===== src/rtl/serial_frame_receiver.sv =====
// LSB-first serial frame receiver: start bit, N data bits, stop bit, paced by an
// external bit strobe. Good frames are offered on a valid/ready holding register.
module serial_frame_receiver #(
    parameter int N = 4
) (
    input  logic         clk,
    input  logic         reset_n,
    input  logic         bit_en,
    input  logic         s_in,
    input  logic         p_ready,
    output logic [N-1:0] p_out,
    output logic         p_valid,
    output logic         busy,
    output logic         frame_err,
    output logic         overrun
);

    localparam int CNT_W = $clog2(N);

    localparam logic [1:0] IDLE = 2'd0;
    localparam logic [1:0] DATA = 2'd1;
    localparam logic [1:0] STOP = 2'd2;

    logic [1:0]       state_q, state_d;
    logic [N-1:0]     shift_q, shift_d;
    logic [CNT_W-1:0] cnt_q, cnt_d;
    logic [N-1:0]     p_out_q, p_out_d;
    logic             p_valid_q, p_valid_d;
    logic             frame_err_q, frame_err_d;
    logic             overrun_q, overrun_d;

    always_comb begin
        // NOTE: every signal gets a default before the case so no path leaves it unassigned (no latches).
        state_d     = state_q;
        shift_d     = shift_q;
        cnt_d       = cnt_q;
        p_out_d     = p_out_q;
        // A pending word is consumed whenever the downstream is ready; a load below overrides this.
        p_valid_d   = p_valid_q & ~p_ready;
        frame_err_d = 1'b0;
        overrun_d   = 1'b0;

        case (state_q)
            IDLE: begin
                if (bit_en && !s_in) begin
                    state_d = DATA;
                    cnt_d   = '0;
                end
            end
            DATA: begin
                if (bit_en) begin
                    shift_d = {s_in, shift_q[N-1:1]};
                    if (cnt_q == CNT_W'(N - 1)) begin
                        cnt_d   = '0;
                        state_d = STOP;
                    end else begin
                        cnt_d = cnt_q + 1'b1;
                    end
                end
            end
            STOP: begin
                if (bit_en) begin
                    state_d = IDLE;
                    if (!s_in) begin
                        frame_err_d = 1'b1;
                    end else if (!p_valid_q || p_ready) begin
                        p_out_d   = shift_q;
                        p_valid_d = 1'b1;
                    end else begin
                        overrun_d = 1'b1;
                    end
                end
            end
            default: state_d = IDLE;
        endcase
    end

    // NOTE: sequential state uses non-blocking assignments so all registers update together.
    always_ff @(posedge clk or negedge reset_n) begin
        if (!reset_n) begin
            state_q     <= IDLE;
            shift_q     <= '0;
            cnt_q       <= '0;
            p_out_q     <= '0;
            p_valid_q   <= 1'b0;
            frame_err_q <= 1'b0;
            overrun_q   <= 1'b0;
        end else begin
            state_q     <= state_d;
            shift_q     <= shift_d;
            cnt_q       <= cnt_d;
            p_out_q     <= p_out_d;
            p_valid_q   <= p_valid_d;
            frame_err_q <= frame_err_d;
            overrun_q   <= overrun_d;
        end
    end

    assign p_out     = p_out_q;
    assign p_valid   = p_valid_q;
    assign busy      = (state_q != IDLE);
    assign frame_err = frame_err_q;
    assign overrun   = overrun_q;

endmodule


===== config.mk =====
export PLATFORM = sky130hd
export DESIGN_NAME = serial_frame_receiver
export DESIGN_NICKNAME = d
export VERILOG_FILES = /design/src/rtl/serial_frame_receiver.sv
export SDC_FILE = /design/constraint.sdc
export NUM_CORES = 1
export LEC_CHECK = 0
export BUFFER_PORTS_ARGS = -buffer_cell sky130_fd_sc_hd__buf_2
export CAP_MARGIN = 5
export CELL_PAD_IN_SITES_DETAIL_PLACEMENT = 2
export CELL_PAD_IN_SITES_GLOBAL_PLACEMENT = 2
export CORE_MARGIN = 8
export CORE_UTILIZATION = 35
export DETAILED_ROUTE_END_ITERATION = 6
export PLACE_DENSITY = 0.81
export SYNTH_ARGS = -nofsm -noshare
export SYNTH_HDL_FRONTEND = slang
export SYNTH_SLANG_ARGS = --single-unit

===== constraint.sdc =====
create_clock -name clk -period 2.38 [get_ports clk]
set_clock_uncertainty 0.1 [all_clocks]
set_input_delay 0.476 -clock clk [delete_from_list [all_inputs] [get_ports clk]]
set_output_delay 0.476 -clock clk [all_outputs]
set_load 0.03 [all_outputs]

Yosys cells after proc, flatten, opt, wreduce, memory -nomap -nowiden --
Cells that the tools add are included.
Storage, ports and cells: bits in registers 15, bits of input ports 5, output and inout bits 8
Operators by class: $add $sub $neg 1, equality and inequality tests 7, muxes and demuxes 20, bitwise operators 2, reductions and logical operators 11
Operators by type and width (count):
- 2-bit two-way mux | 7
- 1-bit two-way mux | 11
- 2-bit inequality test, second input constant | 4
- 4-bit AND reduction | 2
- 2-bit case mux with 3 select lines | 1
- 2-bit == test, second input constant | 2
- 2-bit case mux with 2 select lines | 1
- 2-bit nonzero test | 2
- 3-bit AND reduction | 1
- 2-bit by 1-bit adder with 2-bit output, second input constant | 1
- 2-bit by 1-bit == test with 1-bit output, second input constant | 1
- 1-bit zero test | 2
- 2-bit zero test | 1
- 2-bit AND reduction | 1
- 1-bit bitwise AND | 1
- 1-bit logical AND | 1
- 1-bit logical OR | 1
- 1-bit NOT | 1

Logic depth before layout (Yosys ltp) --
depth in word-level cells 6, depth in mapped cells 4

Least setup slack after synthesis --
OpenSTA, ideal clock, no wires.
path kind register to register, from register state_q[0], to register p_out_q[0] (netlist: p_out[0]), setup time 0.125 ns, arrival 1.145 ns, data required time 2.155 ns, setup slack 1.010 ns, stages on the path, launching flop included 4, buffers on the path 0, period minus slack after synthesis 1.370 ns, path through dfrtp_1 -> nand4b_2 -> nor2b_4 -> mux2_2
On the way: longest elaborated chain between the ends 2
Ends and longest elaborated chain:
- start, declared | line 24 | logic [1:0] state_q, state_d;
- start signal, assigned | line 89 | state_q <= state_d;
- 2-bit == test | line 43 | case (state_q)
- 4-bit AND reduction (no source line)
- end signal, assigned | line 92 | p_out_q <= p_out_d;
- end, declared | line 27 | logic [N-1:0] p_out_q, p_out_d;
No other way between the ends. A chain may end at the register's enable or synchronous reset.

Worst setup path in the final report --
from register state_q[1], to output port busy
On the way: longest elaborated chain between the ends 1
Ends and longest elaborated chain:
- 2-bit nonzero test | line 101 | assign busy = (state_q != IDLE);
- end, declared | line 13 | output logic busy,
No other way between the ends.

==> results.yml <==
grt:
  track_usage_pct: 8.35
  antenna_found_initial: 0
  grt_pass1_vias: 447
  grt_max_degree: 16
  grt-ovfl-total: 0
  grt_pass1_wl_mm: 2.15
clocking:
  clk_latency_ns: 0.29
  cts_buffers: 3
  clock_sinks: 15
  clockBufferDepth: 2
  clk_pin_slew_worst_paths_ns: 0.09
  cts_root_buf: "clkbuf_4"
  post-cts-setup-buffer-count: 0
  cts_tree: "yes"
  htree_num_levels: 1
final_layout:
  final_cell_mix: "15 x dfrtp_1, 12 x buf_2, 4 x mux2_4"
  nets: 67
  drive_gt1_share_pct: 43.3
  layout_commonest_cell: "dfrtp_1"
  design_area_um2: 753
  n_antenna_cell: 0
  syn2layout_area_growth_pct: 18.5
timing:
  slew_headroom_pct: 75.7
  finalHoldViolations: 0
  fmax_mhz: 556
  period_minus_slack_ns: 1.80
  setup_violations: 0
  tightestPinTransition_ns: 0.364
  layout_worst_path_cycle_share_pct: 75.6
  tns_ns: 0
  maxSlewViolCount: 0
  grt_setup_unrepaired: "no"
drt:
  via_count: 393
  highest_layer: "met4"
  first_pass_iters: 1
  wirelength_mm: 1.19
  vias_per_cell: 4.62
  wl_met2_um: 567
  drc: 0
  drtIter0Drc: 0
  routedWlPerCell_um: 14.0
  wl_met3_um: 93
  wl_met1_um: 489
  ant_nets: 0
setup_path:
  slowest_stage: "dfrtp_1"
  r2r_cells: 3
  crit_fanout: 6
  regToRegStartpoint: "state_q[0]"
  cp_num_buf_inv: 1
  reg2reg_slack_ns: 0.88
  critPathLaunch: "state_q[1]"
  cp_top_family: "flip-flops"
  endpoint_kind: "primary output"
  path_class: "reg -> out"
  crit_arrival_ns: 1.22
  timing.rr.end: "p_out[1]"
  critPathLaunchType: "flop"
  slowest_delay_ns: 0.45
  crit_path_cell_trace: "or2_2, buf_2"
  cp.required_ns: 1.80
  critical_path_depth: 2
place:
  dp_hpwl_um: 905
  gp_congestion: 0.729
  io_buffers: 12
  place_area_um2: 716
floorplanning:
  ios: 13
  dieArea_um2: 3440
  core_area_um2: 1730
  row_count: 15
  die_h_um: 58.6
  die_x_um: 58.6
  start_util_pct: 36.8
hold_path:
  hold_class: "in -> reg"
  whs_path_depth: 2
  hold_end: "frame_err"
  hold_start: "s_in"
logic_synthesis:
  yosys_warnings: 0
  ys_types: 20
  synth.area.top_cells: "dfrtp_1 59%, mux2_4 9.4%, mux2_2 5.3%, a22o_1 2.8%, nand4b_2 2.4%"
  post_synth_instance_area_um2: 636
  syn_nets: 50
  syn_inst: 44
  yosys.area.top_type_share_pct: 59.1
  ys_ff_latch: 15
  synthDominantAreaCellType: "dfrtp_1"
  ys_seq_area_share_pct: 59.1
  synth.avg_cell_area_um2: 14.4
power_and_ir_drop:
  p_leak_nw: 0.402
  peakVddDrop_mv: 0.470
  power_density_nw_per_um2: 1120
job:
  drv_cap: 0
run_status:
  status: "finished clean"
-- routing by layer --
metal | up-vias | track usage (%)
met5 | - | 0
met4 | 0 | 6.14
met3 | 4 | 3.26
met2 | 12 | 12.9
met1 | 192 | 9.08
li1 | 185 | -
-- flip-flops by register name, summed over array words and instances, names as in the netlist --
name       count
p_out          4
shift_q        4
cnt_q          2
state_q        2
frame_err      1
overrun        1
p_valid        1
-- cells by family (layout without fill, tap and decap cells) --
| group | Yosys count | count (layout) | synth area share, % |
|---|---|---|---|
| muxes | 8 | 8 | 16.5 |
| adders and majority gates | 1 | 1 | 1.97 |
| and+or+nand+nor | 12 | 12 | 13.6 |
| buffers and inverters | 2 | 18 | 2.36 |
| AOI/OAI and AO/OA | 6 | 6 | 6.50 |
| DFF | 15 | 15 | 59.1 |
-- cells in the mapped netlist --
cell      number
mux2_2         3
nand4b_2       1
nor2b_4        1
or2_2          1
a311oi_1       1
o21ai_0        2
buf_6          1
ha_1           1
and3b_1        1
mux2_1         1
nand2b_1       2
dfrtp_1       15
inv_1          1
a22o_1         2
nand2_1        2
and2b_1        1
nor2_1         2
nor3b_1        1
mux2_4         4
a21oi_1        1
-- how the worst max path moves through the flow --
stage | endpoint
CTS | busy
detailed placement | p_out[2]
finish | busy
floorplan | p_out[0]
global placement | p_out[2]
global route | busy
-- per-stage QoR --
stage | std cells | hold slack, ns | power [mW] | utilization (%) | worst slack (ns)
after global placement | 80 | 0.294 | 0.694 | 41.4 | 0.817
after CTS | 85 | 0.296 | 0.866 | 43.6 | 0.567
final | 85 | 0.307 | 0.847 | 43.6 | 0.582
after floorplan | 44 | 0.0804 | 0.633 | - | 1.01
after global routing | 85 | 0.308 | 0.906 | 43.6 | 0.535
after detailed placement | 80 | 0.306 | 0.709 | 41.4 | 0.779
-- where the power goes --
part           leakage (nW)  switching [mW]  total (mW)  internal, mW
logic                 0.191           0.145       0.294         0.149
registers             0.193          0.0642       0.405         0.341
clock network        0.0177          0.0860       0.148        0.0625
-- area by class of cell --
type,count,area [um^2]
well taps,25,31.3
clock buffers,3,22.5
fillers,187,973
repair buffers,13,70.1
multi-input cells,27,245
clock inverters,1,5.00
flip-flops and latches,15,375
inverters,1,3.75
-- what timing repair did --
item / CTS / global route
endpoints found under the hold margin: 15 / 0
hold buffers: 1 / 0
gates resized for setup: 0 / 0
setup endpoints to repair: 0 / 0
No activity file was read; power rests on OpenSTA's default activity.
